===== src/rtl/hall_period_meter_if.sv =====
// Signal bundle between the hall sensor pin side and the period meter.
// The master drives the raw sensor level; the slave (the meter) returns the measurement.
interface hall_period_meter_if #(
    parameter int W = 32
);
    logic         hall;
    logic         detected;
    logic         rejected;
    logic [W-1:0] speed_data;
    logic [W-1:0] speed_avg;
    logic         valid;
    logic         avg_valid;
    logic         stalled;

    modport master (
        output hall,
        input  detected, rejected, speed_data, speed_avg, valid, avg_valid, stalled
    );

    modport slave (
        input  hall,
        output detected, rejected, speed_data, speed_avg, valid, avg_valid, stalled
    );
endinterface


===== src/rtl/hall_period_meter.sv =====
// Rotor period meter: synchronises and glitch-filters the active-low hall input,
// times accepted falling edges, detects stalls and keeps a moving average of periods.
//
//  state    | meaning
//  ACQUIRE  | counter idle, waiting for a first falling edge to start timing
//  RUN      | counter running, edges are accepted/rejected, timeout declares a stall
module hall_period_meter #(
    parameter int W          = 32,
    parameter int FILTER_LEN = 4,
    parameter int MIN_PERIOD = 1000,
    parameter int TIMEOUT    = 50_000_000,
    parameter int AVG_LOG2   = 3
) (
    input  logic                clk,
    input  logic                nrst,
    hall_period_meter_if.slave  hall_bus
);
    localparam int DEPTH  = 1 << AVG_LOG2;
    localparam int RUN_W  = $clog2(FILTER_LEN + 1);
    localparam int SUM_W  = W + AVG_LOG2;
    localparam int FILL_W = AVG_LOG2 + 1;

    localparam logic [0:0] S_ACQUIRE = 1'b0;
    localparam logic [0:0] S_RUN     = 1'b1;

    logic             r_sync1;
    logic             r_sync2;
    logic             r_filt;
    logic             r_prev_filt;
    logic [RUN_W-1:0] r_run;

    logic [0:0]       r_state;
    logic [W-1:0]     r_cnt;
    logic             r_detected;
    logic             r_rejected;
    logic [W-1:0]     r_speed;
    logic [W-1:0]     r_avg;
    logic             r_valid;
    logic             r_avg_valid;
    logic             r_stalled;

    logic [W-1:0]        r_ring [DEPTH];
    logic [AVG_LOG2-1:0] r_wr_ptr;
    logic [SUM_W-1:0]    r_sum;
    logic [FILL_W-1:0]   r_fill;

    logic             w_fall;
    logic             w_accept;
    logic             w_reject;
    logic             w_stall;
    logic             w_full_next;
    logic [SUM_W-1:0] w_sum_next;

    // Level flips only after FILTER_LEN consecutive disagreeing samples.
    always_ff @(posedge clk or negedge nrst) begin
        if (!nrst) begin
            r_sync1     <= 1'b1;
            r_sync2     <= 1'b1;
            r_filt      <= 1'b1;
            r_prev_filt <= 1'b1;
            r_run       <= '0;
        end else begin
            r_sync1     <= hall_bus.hall;
            r_sync2     <= r_sync1;
            r_prev_filt <= r_filt;
            if (r_sync2 != r_filt) begin
                if (r_run == RUN_W'(FILTER_LEN - 1)) begin
                    r_filt <= r_sync2;
                    r_run  <= '0;
                end else begin
                    r_run <= r_run + 1'b1;
                end
            end else begin
                r_run <= '0;
            end
        end
    end

    assign w_fall      = r_prev_filt & ~r_filt;
    assign w_accept    = (r_state == S_RUN) && w_fall && (r_cnt >= W'(MIN_PERIOD));
    assign w_reject    = (r_state == S_RUN) && w_fall && (r_cnt <  W'(MIN_PERIOD));
    assign w_stall     = (r_state == S_RUN) && (r_cnt == W'(TIMEOUT)) && !w_accept;
    assign w_full_next = (r_fill >= FILL_W'(DEPTH - 1));
    assign w_sum_next  = r_sum + SUM_W'(r_cnt) - SUM_W'(r_ring[r_wr_ptr]);

    always_ff @(posedge clk or negedge nrst) begin
        if (!nrst) begin
            r_state     <= S_ACQUIRE;
            r_cnt       <= '0;
            r_detected  <= 1'b0;
            r_rejected  <= 1'b0;
            r_speed     <= '0;
            r_avg       <= '0;
            r_valid     <= 1'b0;
            r_avg_valid <= 1'b0;
            r_stalled   <= 1'b1;
        end else begin
            r_detected <= w_accept;
            r_rejected <= w_reject;
            case (r_state)
                S_ACQUIRE: begin
                    if (w_fall) begin
                        r_cnt   <= W'(1);
                        r_state <= S_RUN;
                    end
                end
                S_RUN: begin
                    if (w_accept) begin
                        r_cnt     <= W'(1);
                        r_speed   <= r_cnt;
                        r_valid   <= 1'b1;
                        r_stalled <= 1'b0;
                        if (w_full_next) begin
                            r_avg       <= w_sum_next[SUM_W-1:AVG_LOG2];
                            r_avg_valid <= 1'b1;
                        end
                    end else if (w_stall) begin
                        r_cnt       <= '0;
                        r_stalled   <= 1'b1;
                        r_valid     <= 1'b0;
                        r_avg_valid <= 1'b0;
                        r_state     <= S_ACQUIRE;
                    end else begin
                        r_cnt <= r_cnt + 1'b1;
                    end
                end
                default: r_state <= S_ACQUIRE;
            endcase
        end
    end

    // Running sum tracks the ring contents so the mean needs no adder tree.
    always_ff @(posedge clk or negedge nrst) begin
        if (!nrst) begin
            for (int i = 0; i < DEPTH; i++) r_ring[i] <= '0;
            r_wr_ptr <= '0;
            r_sum    <= '0;
            r_fill   <= '0;
        end else if (w_accept) begin
            r_ring[r_wr_ptr] <= r_cnt;
            r_wr_ptr         <= r_wr_ptr + 1'b1;
            r_sum            <= w_sum_next;
            if (r_fill != FILL_W'(DEPTH)) r_fill <= r_fill + 1'b1;
        end else if (w_stall) begin
            for (int i = 0; i < DEPTH; i++) r_ring[i] <= '0;
            r_wr_ptr <= '0;
            r_sum    <= '0;
            r_fill   <= '0;
        end
    end

    assign hall_bus.detected   = r_detected;
    assign hall_bus.rejected   = r_rejected;
    assign hall_bus.speed_data = r_speed;
    assign hall_bus.speed_avg  = r_avg;
    assign hall_bus.valid      = r_valid;
    assign hall_bus.avg_valid  = r_avg_valid;
    assign hall_bus.stalled    = r_stalled;
endmodule


===== src/flat_wrapper.sv =====
// flat-port wrapper written by rule: the top's interface ports become plain ports
module hall_period_meter_flat 
#(
    parameter int W          = 32,
    parameter int FILTER_LEN = 4,
    parameter int MIN_PERIOD = 1000,
    parameter int TIMEOUT    = 50_000_000,
    parameter int AVG_LOG2   = 3
)
  (clk, nrst, hall_bus_hall, hall_bus_detected, hall_bus_rejected, hall_bus_speed_data, hall_bus_speed_avg, hall_bus_valid, hall_bus_avg_valid, hall_bus_stalled);
  hall_period_meter_if #(.W(W)) hall_bus_i ();
  input  logic clk;
  input  logic nrst;
  input wire logic [$bits(hall_bus_i.hall)-1:0] hall_bus_hall;
  output wire logic [$bits(hall_bus_i.detected)-1:0] hall_bus_detected;
  output wire logic [$bits(hall_bus_i.rejected)-1:0] hall_bus_rejected;
  output wire logic [$bits(hall_bus_i.speed_data)-1:0] hall_bus_speed_data;
  output wire logic [$bits(hall_bus_i.speed_avg)-1:0] hall_bus_speed_avg;
  output wire logic [$bits(hall_bus_i.valid)-1:0] hall_bus_valid;
  output wire logic [$bits(hall_bus_i.avg_valid)-1:0] hall_bus_avg_valid;
  output wire logic [$bits(hall_bus_i.stalled)-1:0] hall_bus_stalled;
  assign hall_bus_i.hall = hall_bus_hall;
  assign hall_bus_detected = hall_bus_i.detected;
  assign hall_bus_rejected = hall_bus_i.rejected;
  assign hall_bus_speed_data = hall_bus_i.speed_data;
  assign hall_bus_speed_avg = hall_bus_i.speed_avg;
  assign hall_bus_valid = hall_bus_i.valid;
  assign hall_bus_avg_valid = hall_bus_i.avg_valid;
  assign hall_bus_stalled = hall_bus_i.stalled;
  hall_period_meter #(.W(W), .FILTER_LEN(FILTER_LEN), .MIN_PERIOD(MIN_PERIOD), .TIMEOUT(TIMEOUT), .AVG_LOG2(AVG_LOG2)) u_core (.clk(clk), .nrst(nrst), .hall_bus(hall_bus_i));
endmodule

===== config.mk =====
export PLATFORM = sky130hd
export DESIGN_NAME = hall_period_meter_flat
export DESIGN_NICKNAME = d
export VERILOG_FILES = /design/src/rtl/hall_period_meter_if.sv /design/src/rtl/hall_period_meter.sv /design/src/flat_wrapper.sv
export SDC_FILE = /design/constraint.sdc
export NUM_CORES = 1
export LEC_CHECK = 0
export ABC_AREA = 1
export CAP_MARGIN = 20
export CORE_MARGIN = 2
export CORE_UTILIZATION = 60
export CTS_BUF_LIST = sky130_fd_sc_hd__clkbuf_4
export DETAILED_ROUTE_END_ITERATION = 10
export GPL_TIMING_DRIVEN = 0
export PLACE_DENSITY_LB_ADDON = 0.05
export SLEW_MARGIN = 30
export SYNTH_ARGS = -nofsm -noshare
export SYNTH_HDL_FRONTEND = slang
export SYNTH_SLANG_ARGS = --single-unit

===== constraint.sdc =====
create_clock -name clk -period 9.5 [get_ports clk]
set_input_delay 1.425 -clock clk [delete_from_list [all_inputs] [get_ports clk]]
set_output_delay 1.425 -clock clk [all_outputs]
set_load 0.01 [all_outputs]

### Word level (Yosys, flattened, before mapping)

Index checks and enable logic that the tools add are counted.

* flip-flop bits (word level): 407
* input bits: 3

* add/sub/neg operators: 6
* $lt $le $gt $ge: 5
* eq/ne operators: 7
* multiplexer cells: 31
* bitwise operators: 4
* reduce and logical (&&, ||, !) cells: 14

Operator list (count)
* two-way mux 256 bit: 2
* bitwise mux 256 bit: 1
* two-way mux 32 bit: 6
* binary-select mux 32 bit (select 3 bit): 1
* demux 32 bit (select 3 bit): 1
* two-way mux 35 bit: 2
* one-hot mux 32 bit (2 select lines): 1
* adder 35 x 32 -> 35 bit: 1
* subtractor 35 x 32 -> 35 bit: 1
* adder 32 x 1 -> 32 bit (second input constant): 1
* equality test 32 x 26 -> 1 bit (second input constant): 1
* >= comparator 32 x 10 -> 1 bit (second input constant): 1
* < comparator 32 x 10 -> 1 bit (second input constant): 1
* two-way mux 3 bit: 4
* two-way mux 4 bit: 3
* two-way mux 1 bit: 9
* AND reduction 2 bit: 4
* adder 3 x 1 -> 3 bit (second input constant): 2
* logical AND 1 bit: 6
* AND reduction 3 bit: 2
* adder 4 x 1 -> 4 bit (second input constant): 1
* >= comparator 4 x 3 -> 1 bit (second input constant): 1
* >= comparator 4 bit (second input constant): 1
* < comparator 4 x 1 -> 1 bit (second input constant): 1
* other kinds (11): 13

### Depth between registers and ports, before layout

* depth in word-level cells: 9
* mapped depth: 25

### Worst setup path after synthesis

No wires, ideal clock.

* kind: reg2reg
* start: register u_core.r_wr_ptr[1]
* end: register u_core.r_sum[18]
* arrival: 3.355 ns
* setup slack: 6.019 ns
* stages on the path, launching flop included: 21
* clock period less this slack: 3.481 ns
* path through: dfrtp_1 clkbuf_1 nor2_1 nand2_1 inv_1 clkbuf_1 clkbuf_1 a221oi_1 nand3_1 fa_1 inv_1 ha_1 nand2_1 inv_1 nand2_1 nand2_1 a21oi_1 nand3_1 or2_2 nand3_1 o21ai_0

* cells in the longest elaborated chain, start to end: 6

RTL lines
* from (decl): line hall_period_meter.sv:43 `logic [AVG_LOG2-1:0] r_wr_ptr;`
* from (signal assigned): line hall_period_meter.sv:141 `r_wr_ptr <= r_wr_ptr + 1'b1;`
* inverter 3 -> 4 bit (not written as such): line hall_period_meter.sv:84 `assign w_sum_next = r_sum + SUM_W'(r_cnt) - SUM_W'(r_ring[r_wr_ptr]);`
* binary-select mux 32 bit (select 3 bit): line hall_period_meter.sv:84
* two-way mux 32 bit (not written as such) (2 in a row): line hall_period_meter.sv:84
* subtractor 35 x 32 -> 35 bit: line hall_period_meter.sv:84
* two-way mux 35 bit: line hall_period_meter.sv:139 `end else if (w_accept) begin`
* to (signal assigned): line hall_period_meter.sv:142 `r_sum <= w_sum_next;`
* to (decl): line hall_period_meter.sv:44 `logic [SUM_W-1:0] r_sum;`

No other way between the ends. The select of a mux whose other input is x is not followed.
A chain may end at the register's enable or synchronous reset.

### Worst setup path in the final report

* start: register u_core.r_wr_ptr[1]
* end: register u_core.r_sum[28]

Same word-level chain as after synthesis.

==> flow_summary.toml <==
[outcome]
status = "finished clean"

[yosys]
xor_and_xnor_fraction_of_the_mapped_netlist_area = 0.01496
post_synth_and_or_nand_nor_area_fraction = 0.2447
synth.ff_latch_count = 407
ys_async_sr_fraction = 1.000
synth_fp_nets = 2643
commonest_cells_in_the_netlist = "611 x sky130_fd_sc_hd__nand2_1, 402 x sky130_fd_sc_hd__dfrtp_1, 354 x sky130_fd_sc_hd__nand3_1, 260 x sky130_fd_sc_hd__inv_1, 218 x sky130_fd_sc_hd__o21ai_1"
synth_top_family_by_area = "simple AND/OR/NAND/NOR gates"
synth_area_leaders = "sky130_fd_sc_hd__dfrtp_1 48%, sky130_fd_sc_hd__nand2_1 11%, sky130_fd_sc_hd__nand3_1 8.4%"
yosys.area.top_type_share = 0.4774
ys_dominant_reg_cell = "sky130_fd_sc_hd__dfrtp_1"
yosysUniqueCellTypes = 43
compound_gate_portion_of_the_synthesized_area = 0.1223
synthMuxAreaShare = 0
synth-adder-area-share = 0.05474
ys_warn_count = 0
post-synth-top-area-cell = "sky130_fd_sc_hd__dfrtp_1"
netlist_instances = 2567
post-synth-top-count-cell = "sky130_fd_sc_hd__nand2_1"
netlist_area_before_placement_mm2 = 0.02107
synth_edf_count = 0
synth_sequential_area_ratio = 0.4836
synth.avg_cell_area_um2 = 8.209

[worst_hold_path]
worst_hold_path_type = "flip-flop to flip-flop"
min_delay_worst_endpoint = "u_core.r_sync2$_DFF_PN1_"
worstHoldPathCells = 0
hold_path_startpoint = "u_core.r_sync1$_DFF_PN1_"

[cts]
cts_hold_repair.buffers = 0
clock-root-buffer = "sky130_fd_sc_hd__clkbuf_4"
cts_setup_buffers = 0
cts_num_sinks = 407
clkTransAtPathRegs_ns = 0.07
worstSkewPairLatency_ns = 0.84
ctsLongestPathBuffers = 3
cts_inserted_buffers = 102
cts_htree_levels = 3
post_cts_resize_count = 0
clock_tree_from_tritoncts = "done"

[worst_setup_path]
worst_ep_arrival_time_ns = 6.44
timing.critical_path.buf_inv = 6
worst_ep_required_time_ns = 10.20
reg_to_reg_setup_timing_slack_ns = 3.75
worst-setup-path-type = "flip-flop to flip-flop"
crit_path_max_cell_delay_ns = 0.73
cpMostUsedCell = "sky130_fd_sc_hd__nand2_1"
path_cells = "clkbuf_1, inv_1, nand3_1, clkbuf_1, o2bb2ai_1, a221oi_1, nand4_1, ha_1, inv_1, ha_1, inv_1, fa_1, inv_1, nand3_1, nand2_1, nand2_1, nand2_1, nand2_1, nand2_1, nand3_1, nand2_1, nand2_1, nand3_1, nand2_1"
critPathCaptureType = "flip-flop"
endpoint_of_the_worst_slack_reg_to_reg_timing_path = "u_core.r_sum[28]$_DFFE_PN0N_"
worstRegToRegCells = 24
critical_path.slowest_cell = "sky130_fd_sc_hd__a221oi_1"
origin_of_the_critical_flop_to_flop_path = "u_core.r_wr_ptr[1]$_DFFE_PN0N_"
crit_path_start_kind = "flip-flop"
worstPathMaxFanout = 10
critical_path.top_delay_family = "simple AND/OR/NAND/NOR gates"

[flow_run]
drv.max_cap_violation_count = 0

[power]
comb_power_share = 0.229
power-per-cell-area_mw_per_mm2 = 181.9
power.switching_fraction = 0.3479
power_frac_seq = 0.414
cell_internal_pwr_w = 0.002827
clock_power_share = 0.357
power_w = 0.004336
power_switching_w = 0.001508
power.leakage_nw = 11.66
power.ir.vdd_worst_mv = 0.1653

[global_routing]
combined_global_route_utilization_of_all_metal_layers = 0.4019
globalRouteOverflowTotal = 0
antenna_found_initial = 2
grt_start_max_net_pins = 88
via_count_of_the_first_global_routing_pass = 19681
grt_pass1_wl_mm = 110.0

[cells_and_area]
num-fill-cells = 2926
regArea_mm2 = 0.01019
layout-drive-gt1-share = 0.09926
final_net_count = 2823
area_used_by_multi_input_combinational_logic_mm2 = 0.009209
layout.cells.non_filler = 3278
area.growth.synth_to_final_pct = 13.10
design_area_mm2 = 0.02383

[sta]
fin_worst_hold_slack_ns = 0.3600
worst_pin_slew_ns = 0.9733
number_of_slew_limit_violations_in_the_final_report = 0
timing.final.crit_share = 0.6051
post-route-min-period_ns = 5.748
clock_skew_ns = 0.05456
timing.final.setup_violations = 0
grt_setup_unrepaired = "false"
relSlewSlack = 0.3511
final-hold-violation-count = 0
fin_setup_tns_ns = 0
achievable-frequency_ghz = 0.1740

[routing]
drtPass1Iterations = 6
highest_layer = "met4"
wire_length_on_met3_mm = 7.642
dr.first_iter.drc_count = 2459
via_per_inst = 6.087
num_vias = 19952
drt-total-wl_mm = 71.97
routed_wire_per_std_cell_um = 21.96
met2_length_mm = 32.79
wl_met1_mm = 27.10
drc = 0
ant_nets = 0

[place]
dp_hpwl_mm = 54.50
port_buffers = 71
globalplace.congestion = 0.9652
placement.cell_area_mm2 = 0.02250
dp_cells = 3098

[die]
fp-row-count = 68
io_pins = 72
die_height_um = 191.4
die_w_um = 191.4
starting_density_of_the_core = 0.6100
design.core.area_mm2 = 0.03454
dieArea_mm2 = 0.03664
==> power groups by stage <==
stage	combinational (W)	sequential [W]	clock, W
2_1_floorplan	0.000649	0.00182	0
3_3_place_gp	0.000944	0.00183	0
3_5_place_dp	0.000970	0.00183	0
4_1_cts	0.000973	0.00179	0.00156
5_1_grt	0.00111	0.00180	0.00165
6_report	0.000994	0.00180	0.00155
==> worst register-to-register path, delay by kind of cell, from the launching register on <==
kind / cells / cell delay [ns]
DFF: 1 / 0.36
buffers and inverters: 6 / 1.39
and+or+nand+nor: 13 / 1.95
AOI/OAI and AO/OA: 2 / 0.90
adders and majority gates: 3 / 1.03
==> metal layers <==
| layer | GRT usage | vias up |
|---|---|---|
| met3 | 0.08775 | 261 |
| met1 | 0.5101 | 9411 |
| met5 | 0 | - |
| met4 | 0.2370 | 0 |
| met2 | 0.6350 | 1289 |
| li1 | - | 8991 |
==> cell type report <==
cell class,count,share of cell area
Antenna cell,2,0.0002100
Buffer,132,0.02541
Clock buffer,148,0.04662
Clock inverter,30,0.009082
Inverter,286,0.04504
Multi-Input combinational cell,1742,0.3864
Sequential cell,407,0.4276
Tap cell,455,0.02389
Timing Repair Buffer,76,0.03580
==> metrics by stage <==
stage	util	setup WS (ns)
CTS	0.6898	4.027
detailed placement	0.6514	4.056
finish	0.6900	3.752
global route	0.6899	3.561
global placement	0.6471	-10.44
floorplan	-	6.019
==> registers in the layout, indices dropped and copies added (netlist names), 3 cells and up <==
signal	flops
u_core.r_cnt	32
u_core.r_wr_ptr	3
u_core.r_run	3
u_core.hall_bus.speed_avg	32
u_core.hall_bus.speed_data	32
u_core.r_ring	256
u_core.r_fill	4
u_core.r_sum	35
==> logic make-up after synthesis <==
group           Yosys count
compound gates          460
simple gates           1173
xor+xnor                 36
flops                   407
buf+inv                 418
fa+ha+maj                73
==> layout by cell type, fill, tap and decap left out, drive strengths merged, types with 4 or more instances in the layout <==
cell type | synthesis | layout
clkdlybuf4s50 | 0 | 70
nor2 | 102 | 102
o2bb2ai | 8 | 8
inv | 279 | 279
xnor2 | 7 | 7
dfstp | 5 | 5
xor2 | 29 | 29
buf | 72 | 78
a221oi | 32 | 32
a21oi | 39 | 39
a22oi | 32 | 32
nand3b | 5 | 5
nand2 | 614 | 614
o21bai | 5 | 5
nand4 | 57 | 57
nor3 | 30 | 30
clkinv | 7 | 30
clkbuf | 60 | 208
nand3 | 359 | 359
ha | 41 | 41
o22ai | 11 | 11
o21ai | 327 | 327
dfrtp | 402 | 402
fa | 32 | 32
clkinvlp | 0 | 4
==> worst max-delay path by stage <==
stage          slack [ns]  cells after the start                                    endpoint                            from
6_report             3.75                     24                u_core.r_sum[28]$_DFFE_PN0N_  u_core.r_wr_ptr[1]$_DFFE_PN0N_
5_1_grt              3.56                     24                u_core.r_sum[28]$_DFFE_PN0N_  u_core.r_wr_ptr[1]$_DFFE_PN0N_
4_1_cts              4.03                     24                u_core.r_sum[28]$_DFFE_PN0N_  u_core.r_wr_ptr[1]$_DFFE_PN0N_
3_5_place_dp         4.06                     24                u_core.r_sum[28]$_DFFE_PN0N_  u_core.r_wr_ptr[1]$_DFFE_PN0N_
3_3_place_gp       -10.44                      1  u_core.hall_bus.speed_data[24]$_DFFE_PN0P_                            nrst
2_1_floorplan        6.02                     20                u_core.r_sum[18]$_DFFE_PN0N_  u_core.r_wr_ptr[1]$_DFFE_PN0N_
Power figures use the tool's default switching activity.
